[src/rtl/seq_pkg.sv]
// rtl/seq_pkg.sv - shared state encoding and defaults for the bit serializer
package seq_pkg;

  typedef enum logic [1:0] {
    IDLE,
    SHIFT,
    PARITY
  } state_t;

  localparam int SEQ_WIDTH_DEFAULT = 8;

endpackage

[src/rtl/seq_serializer.sv]
// rtl/seq_serializer.sv - parallel word to serial bit stream with one-word hold buffer
// Optional trailing even-parity bit when SER_PARITY_EN is defined.
module seq_serializer
  import seq_pkg::*;
#(
  parameter int WIDTH     = SEQ_WIDTH_DEFAULT,
  parameter bit MSB_FIRST = 1'b1
) (
  input  logic             clk,
  input  logic             rst,
  input  logic [WIDTH-1:0] in_data,
  input  logic             in_valid,
  output logic             in_ready,
  output logic             x,
  output logic             x_valid,
  output logic             word_done
);

  localparam int CW = $clog2(WIDTH + 1);
  localparam logic [CW-1:0] LAST_BIT = CW'(WIDTH - 1);

  state_t           state, state_next;
  logic [WIDTH-1:0] shift_q, hold_q, shifted;
  logic [CW-1:0]    cnt;
  logic             hold_full, hold_full_next, ready_q;
  logic             accept, cur_bit, word_end;
  logic             load_new, load_hold, store_hold;
`ifdef SER_PARITY_EN
  logic             par_q;
`endif

  assign in_ready = ready_q;
  assign accept   = in_valid & ready_q;
  assign cur_bit  = MSB_FIRST ? shift_q[WIDTH-1] : shift_q[0];
  assign shifted  = MSB_FIRST ? {shift_q[WIDTH-2:0], 1'b0} : {1'b0, shift_q[WIDTH-1:1]};
  assign hold_full_next = store_hold | (hold_full & ~load_hold);

  always_ff @(posedge clk or posedge rst) begin
    if (rst) state <= IDLE;
    else     state <= state_next;
  end

  always_comb begin
    state_next = state;
    x          = 1'b0;
    x_valid    = 1'b0;
    word_done  = 1'b0;
    word_end   = 1'b0;
    load_new   = 1'b0;
    load_hold  = 1'b0;
    store_hold = 1'b0;
    case (state)
      IDLE: begin
        if (accept) begin
          state_next = SHIFT;
          load_new   = 1'b1;
        end
      end
      SHIFT: begin
        x_valid = 1'b1;
        x       = cur_bit;
        if (cnt == LAST_BIT) begin
`ifdef SER_PARITY_EN
          state_next = PARITY;
          store_hold = accept;
`else
          word_end = 1'b1;
`endif
        end else begin
          store_hold = accept;
        end
      end
`ifdef SER_PARITY_EN
      PARITY: begin
        x_valid  = 1'b1;
        x        = par_q;
        word_end = 1'b1;
      end
`endif
      default: state_next = IDLE;
    endcase
    // Last cycle of a word: chain straight into the held or newly offered word.
    if (word_end) begin
      word_done = 1'b1;
      if (hold_full) begin
        load_hold  = 1'b1;
        state_next = SHIFT;
      end else if (accept) begin
        load_new   = 1'b1;
        state_next = SHIFT;
      end else begin
        state_next = IDLE;
      end
    end
  end

  always_ff @(posedge clk or posedge rst) begin
    if (rst) begin
      shift_q   <= '0;
      hold_q    <= '0;
      cnt       <= '0;
      hold_full <= 1'b0;
      ready_q   <= 1'b0;
`ifdef SER_PARITY_EN
      par_q     <= 1'b0;
`endif
    end else begin
      hold_full <= hold_full_next;
      ready_q   <= ~hold_full_next;
      if (store_hold) hold_q <= in_data;
      if (load_new) begin
        shift_q <= in_data;
        cnt     <= '0;
      end else if (load_hold) begin
        shift_q <= hold_q;
        cnt     <= '0;
      end else if (state == SHIFT) begin
        shift_q <= shifted;
        cnt     <= (state_next == IDLE) ? '0 : cnt + CW'(1);
      end else begin
        cnt     <= '0;
      end
`ifdef SER_PARITY_EN
      if (load_new)       par_q <= ^in_data;
      else if (load_hold) par_q <= ^hold_q;
`endif
    end
  end

endmodule
[config.mk]
export PLATFORM = sky130hd
export DESIGN_NAME = seq_serializer
export DESIGN_NICKNAME = d
export VERILOG_FILES = /design/src/rtl/seq_pkg.sv /design/src/rtl/seq_serializer.sv
export SDC_FILE = /design/constraint.sdc
export NUM_CORES = 1
export LEC_CHECK = 0
export BUFFER_PORTS_ARGS = -buffer_cell sky130_fd_sc_hd__buf_2
export CAP_MARGIN = 20
export CORE_MARGIN = 3
export CORE_UTILIZATION = 51
export CTS_CLUSTER_DIAMETER = 30
export DETAILED_ROUTE_END_ITERATION = 8
export HOLD_SLACK_MARGIN = 0.02
export PLACE_DENSITY_LB_ADDON = 0.3
export SLEW_MARGIN = 20
export SYNTH_ARGS = -nofsm -noshare
export SYNTH_HDL_FRONTEND = slang
export SYNTH_SLANG_ARGS = --single-unit
[constraint.sdc]
create_clock -name clk -period 1.9 [get_ports clk]
set_input_delay 0.285 -clock clk [delete_from_list [all_inputs] [get_ports clk]]
set_output_delay 0.285 -clock clk [all_outputs]
set_load 0.01 [all_outputs]
==> results.json <==
{
  "status": "finished clean",
  "whs_path_depth": 2,
  "core_area_um2": 2280,
  "synth-simple-area-share_pct": 19.9,
  "cp_num_cells": 4,
  "maxSlewHeadroom_pct": 63.4,
  "gp_congestion": 0.861,
  "power.switching_mw": 0.445,
  "slew_viol_final": 0,
  "antennaDiodeCount": 0,
  "ir_drop_uv": 666,
  "slowest_stage": "dfrtp_1",
  "seq_power_share_pct": 50.8,
  "fp.dieW_um": 55.7,
  "postCtsSetupBuffers": 0,
  "slowest_delay_ns": 0.41,
  "intPower_mw": 1.07,
  "drt-pass1-iter-count": 4,
  "worstHoldStart": "in_data[3]",
  "grt_setup_unrepaired": "false",
  "crit_chain": "nand2b_1 > inv_2 > and2_1 > buf_2",
  "syn_nets": 130,
  "synth_top_family_by_area": "simple AND/OR/NAND/NOR gates",
  "synth-edff-count": 0,
  "layout-drive-gt1-share_pct": 25.7,
  "sw_frac_of_total_pct": 29.4,
  "synth_top_cell_by_area": "dfrtp_1",
  "synth-compound-area-share_pct": 14.7,
  "first_global_vias": 911,
  "drt_drc_violations_left": 0,
  "regToRegEndpoint": "hold_q[0]",
  "p_leak_nw": 0.681,
  "synth_area_leaders": "dfrtp_1 48%, mux2_4 9.6%, o21ai_0 5.6%",
  "die_h_um": 55.7,
  "synth_top_area_share_pct": 47.8,
  "hold_viol": 0,
  "power_mw": 1.51,
  "num_rows": 17,
  "wl_mm": 2.73,
  "finalSetupTns_ns": 0,
  "grt_max_degree": 25,
  "ys_seq_area_share_pct": 47.8,
  "powerDensity_nw_per_um2": 1060,
  "fmax_ghz": 0.571,
  "synthesis.instances": 118,
  "r2r_slack_ns": 0.15,
  "synth_seq_cells": 24,
  "r2r-start": "cnt[0]",
  "htreeDepth": 1,
  "cts_tree": "yes",
  "max_cap_viol_count": 0,
  "ys_async_sr_fraction_pct": 100,
  "grt_pass1_wl_mm": 4.53,
  "worstPathRequired_ns": 1.62,
  "combPwrFrac_pct": 24.6,
  "cp_max_fo": 10,
  "yosys_warnings": 0,
  "cp_top_family": "flip-flops",
  "antenna_found_initial": 0,
  "synth_common_cells": "24 x dfrtp_1, 14 x o21ai_0, 8 x mux2_4, 8 x o211ai_1",
  "cts_made_buffers": 3,
  "viasPerCell": 6.06,
  "cts_root_buf": "clkbuf_4",
  "worstRegToRegCells": 4,
  "ioPinCount": 15,
  "power_frac_clock_pct": 24.6,
  "numPortBuffers": 14,
  "tightest_slew_ns": 0.550,
  "grt_usage_pct": 18.6,
  "nNetsFinal": 149,
  "skew_ns": 0.0141,
  "synthAdderAreaFrac_pct": 0.995,
  "fin_crit_ns": 1.75,
  "crit_type": "register to primary output",
  "syn_area_um2": 1260,
  "cp.buffers_inverters": 2,
  "yosys.area_share.xor_xnor_pct": 1.39,
  "die-area_um2": 3100,
  "dp_hpwl_mm": 1.98,
  "synthFlopType": "dfrtp_1",
  "timing.final.crit_share_pct": 92.2,
  "area_growth_pct": 13.9,
  "setup_violations": 0,
  "timing.critical_path.arrival_ns": 1.47,
  "path_clk_slew_ns": 0.14,
  "cp-start-kind": "register",
  "hp-class": "input pin to register",
  "initial_core_util_pct": 55.3,
  "drt_iter0_drc": 27,
  "grt-ovfl-total": 0,
  "synth_most_common_cell": "dfrtp_1",
  "cts_sinks": 24,
  "syn_area_per_cell_um2": 10.7,
  "post_drt_wl_per_cell_um": 16.7,
  "cts_buffer_depth": 2,
  "min_to": "hold_q[3]",
  "synthMuxAreaShare_pct": 9.55,
  "clock_latency_ns": 0.33,
  "antenna_left": 0,
  "vias": 994,
  "ys_types": 29,
  "worst_setup_path_end_kind": "primary output"
}
==> metrics by stage <==
stage | std cells | instance area (µm²) | hold WS, ns | util (%) | setup WS [ns]
finish | 164 | 1430 | 0.200 | 62.9 | 0.148
global route | 164 | 1430 | 0.181 | 62.9 | 0.0787
detailed placement | 159 | 1370 | 0.344 | 60.2 | 0.172
CTS | 164 | 1430 | 0.181 | 62.9 | 0.0399
floorplan | 118 | 1260 | 0.300 | - | 0.0645
global placement | 159 | 1370 | 0.338 | 60.2 | 0.194
==> per-layer routing <==
metal / global-route usage [%] / vias up / routed length [µm]
met3: 3.02 / 5 / 132
met2: 27.2 / 31 / 1170
met1: 27.4 / 482 / 1370
met4: 7.29 / 0 / 52
li1: - / 476 / -
met5: 0 / - / 0
==> registers in the layout, indices dropped and copies added (netlist names) <==
signal / cells
in_ready: 1
hold_q: 8
shift_q: 8
cnt: 4
state: 2
hold_full: 1
==> worst reg2reg max path, delay by kind of cell (launching register included) <==
family / cells / cell delay, ns
mux: 1 / 0.32
flops: 1 / 0.42
fa+ha+maj: 1 / 0.25
simple gates: 2 / 0.66
==> power by group through the flow <==
stage / logic (mW) / registers, mW / clock network [mW]
after floorplan: 0.275 / 0.750 / 0
after CTS: 0.372 / 0.768 / 0.380
after global routing: 0.414 / 0.790 / 0.399
after detailed placement: 0.367 / 0.780 / 0
final: 0.373 / 0.769 / 0.372
after global placement: 0.359 / 0.771 / 0
==> what timing repair did <==
action	in CTS	in global routing
gates resized for setup	0	1
setup endpoints to repair	0	1
hold buffers	1	0
hold endpoints to repair	24	0
==> worst max path at each step <==
stage	startpoint	end	slack [ns]
detailed placement	cnt[0]	hold_q[2]	0.17
global route	state[1]	x	0.08
floorplan	cnt[0]	hold_q[0]	0.06
global placement	cnt[0]	hold_q[2]	0.19
finish	state[1]	x	0.15
CTS	state[1]	x	0.04
==> logic make-up (layout without fill, tap and decap cells) <==
logic type | count (synthesis) | after routing
AO/OA/AOI/OAI | 30 | 30
XOR/XNOR | 2 | 2
adder cells (fa/ha/maj) | 1 | 1
buffers and inverters | 14 | 32
flip-flops | 24 | 24
multiplexers | 8 | 8
other | 1 | 1
AND/OR/NAND/NOR | 38 | 38
==> final cells by class <==
class | instances | area, µm²
fillers | 184 | 843
flip-flops and latches | 24 | 601
clock inverters | 1 | 30.0
inverters | 6 | 22.5
repair buffers | 22 | 133
clock buffers | 3 | 22.5
multi-input cells | 80 | 589
well taps | 28 | 35.0
==> cells in the final DEF (no fill, tap or decap), types with 2 or more instances in the layout <==
cell type | Yosys | routed
o21ai_0 | 14 | 14
and4b_1 | 6 | 6
o2111ai_1 | 2 | 2
nor2_1 | 6 | 6
inv_1 | 6 | 5
buf_2 | 0 | 14
mux2_4 | 8 | 8
nand3_1 | 7 | 7
and3b_1 | 2 | 2
a21oi_1 | 3 | 3
nand2_1 | 2 | 2
nand4_1 | 7 | 7
dfrtp_1 | 24 | 24
buf_4 | 0 | 7
clkbuf_4 | 0 | 3
o211ai_1 | 8 | 8
nand3b_1 | 2 | 2
Power figures use the tool's default switching activity.
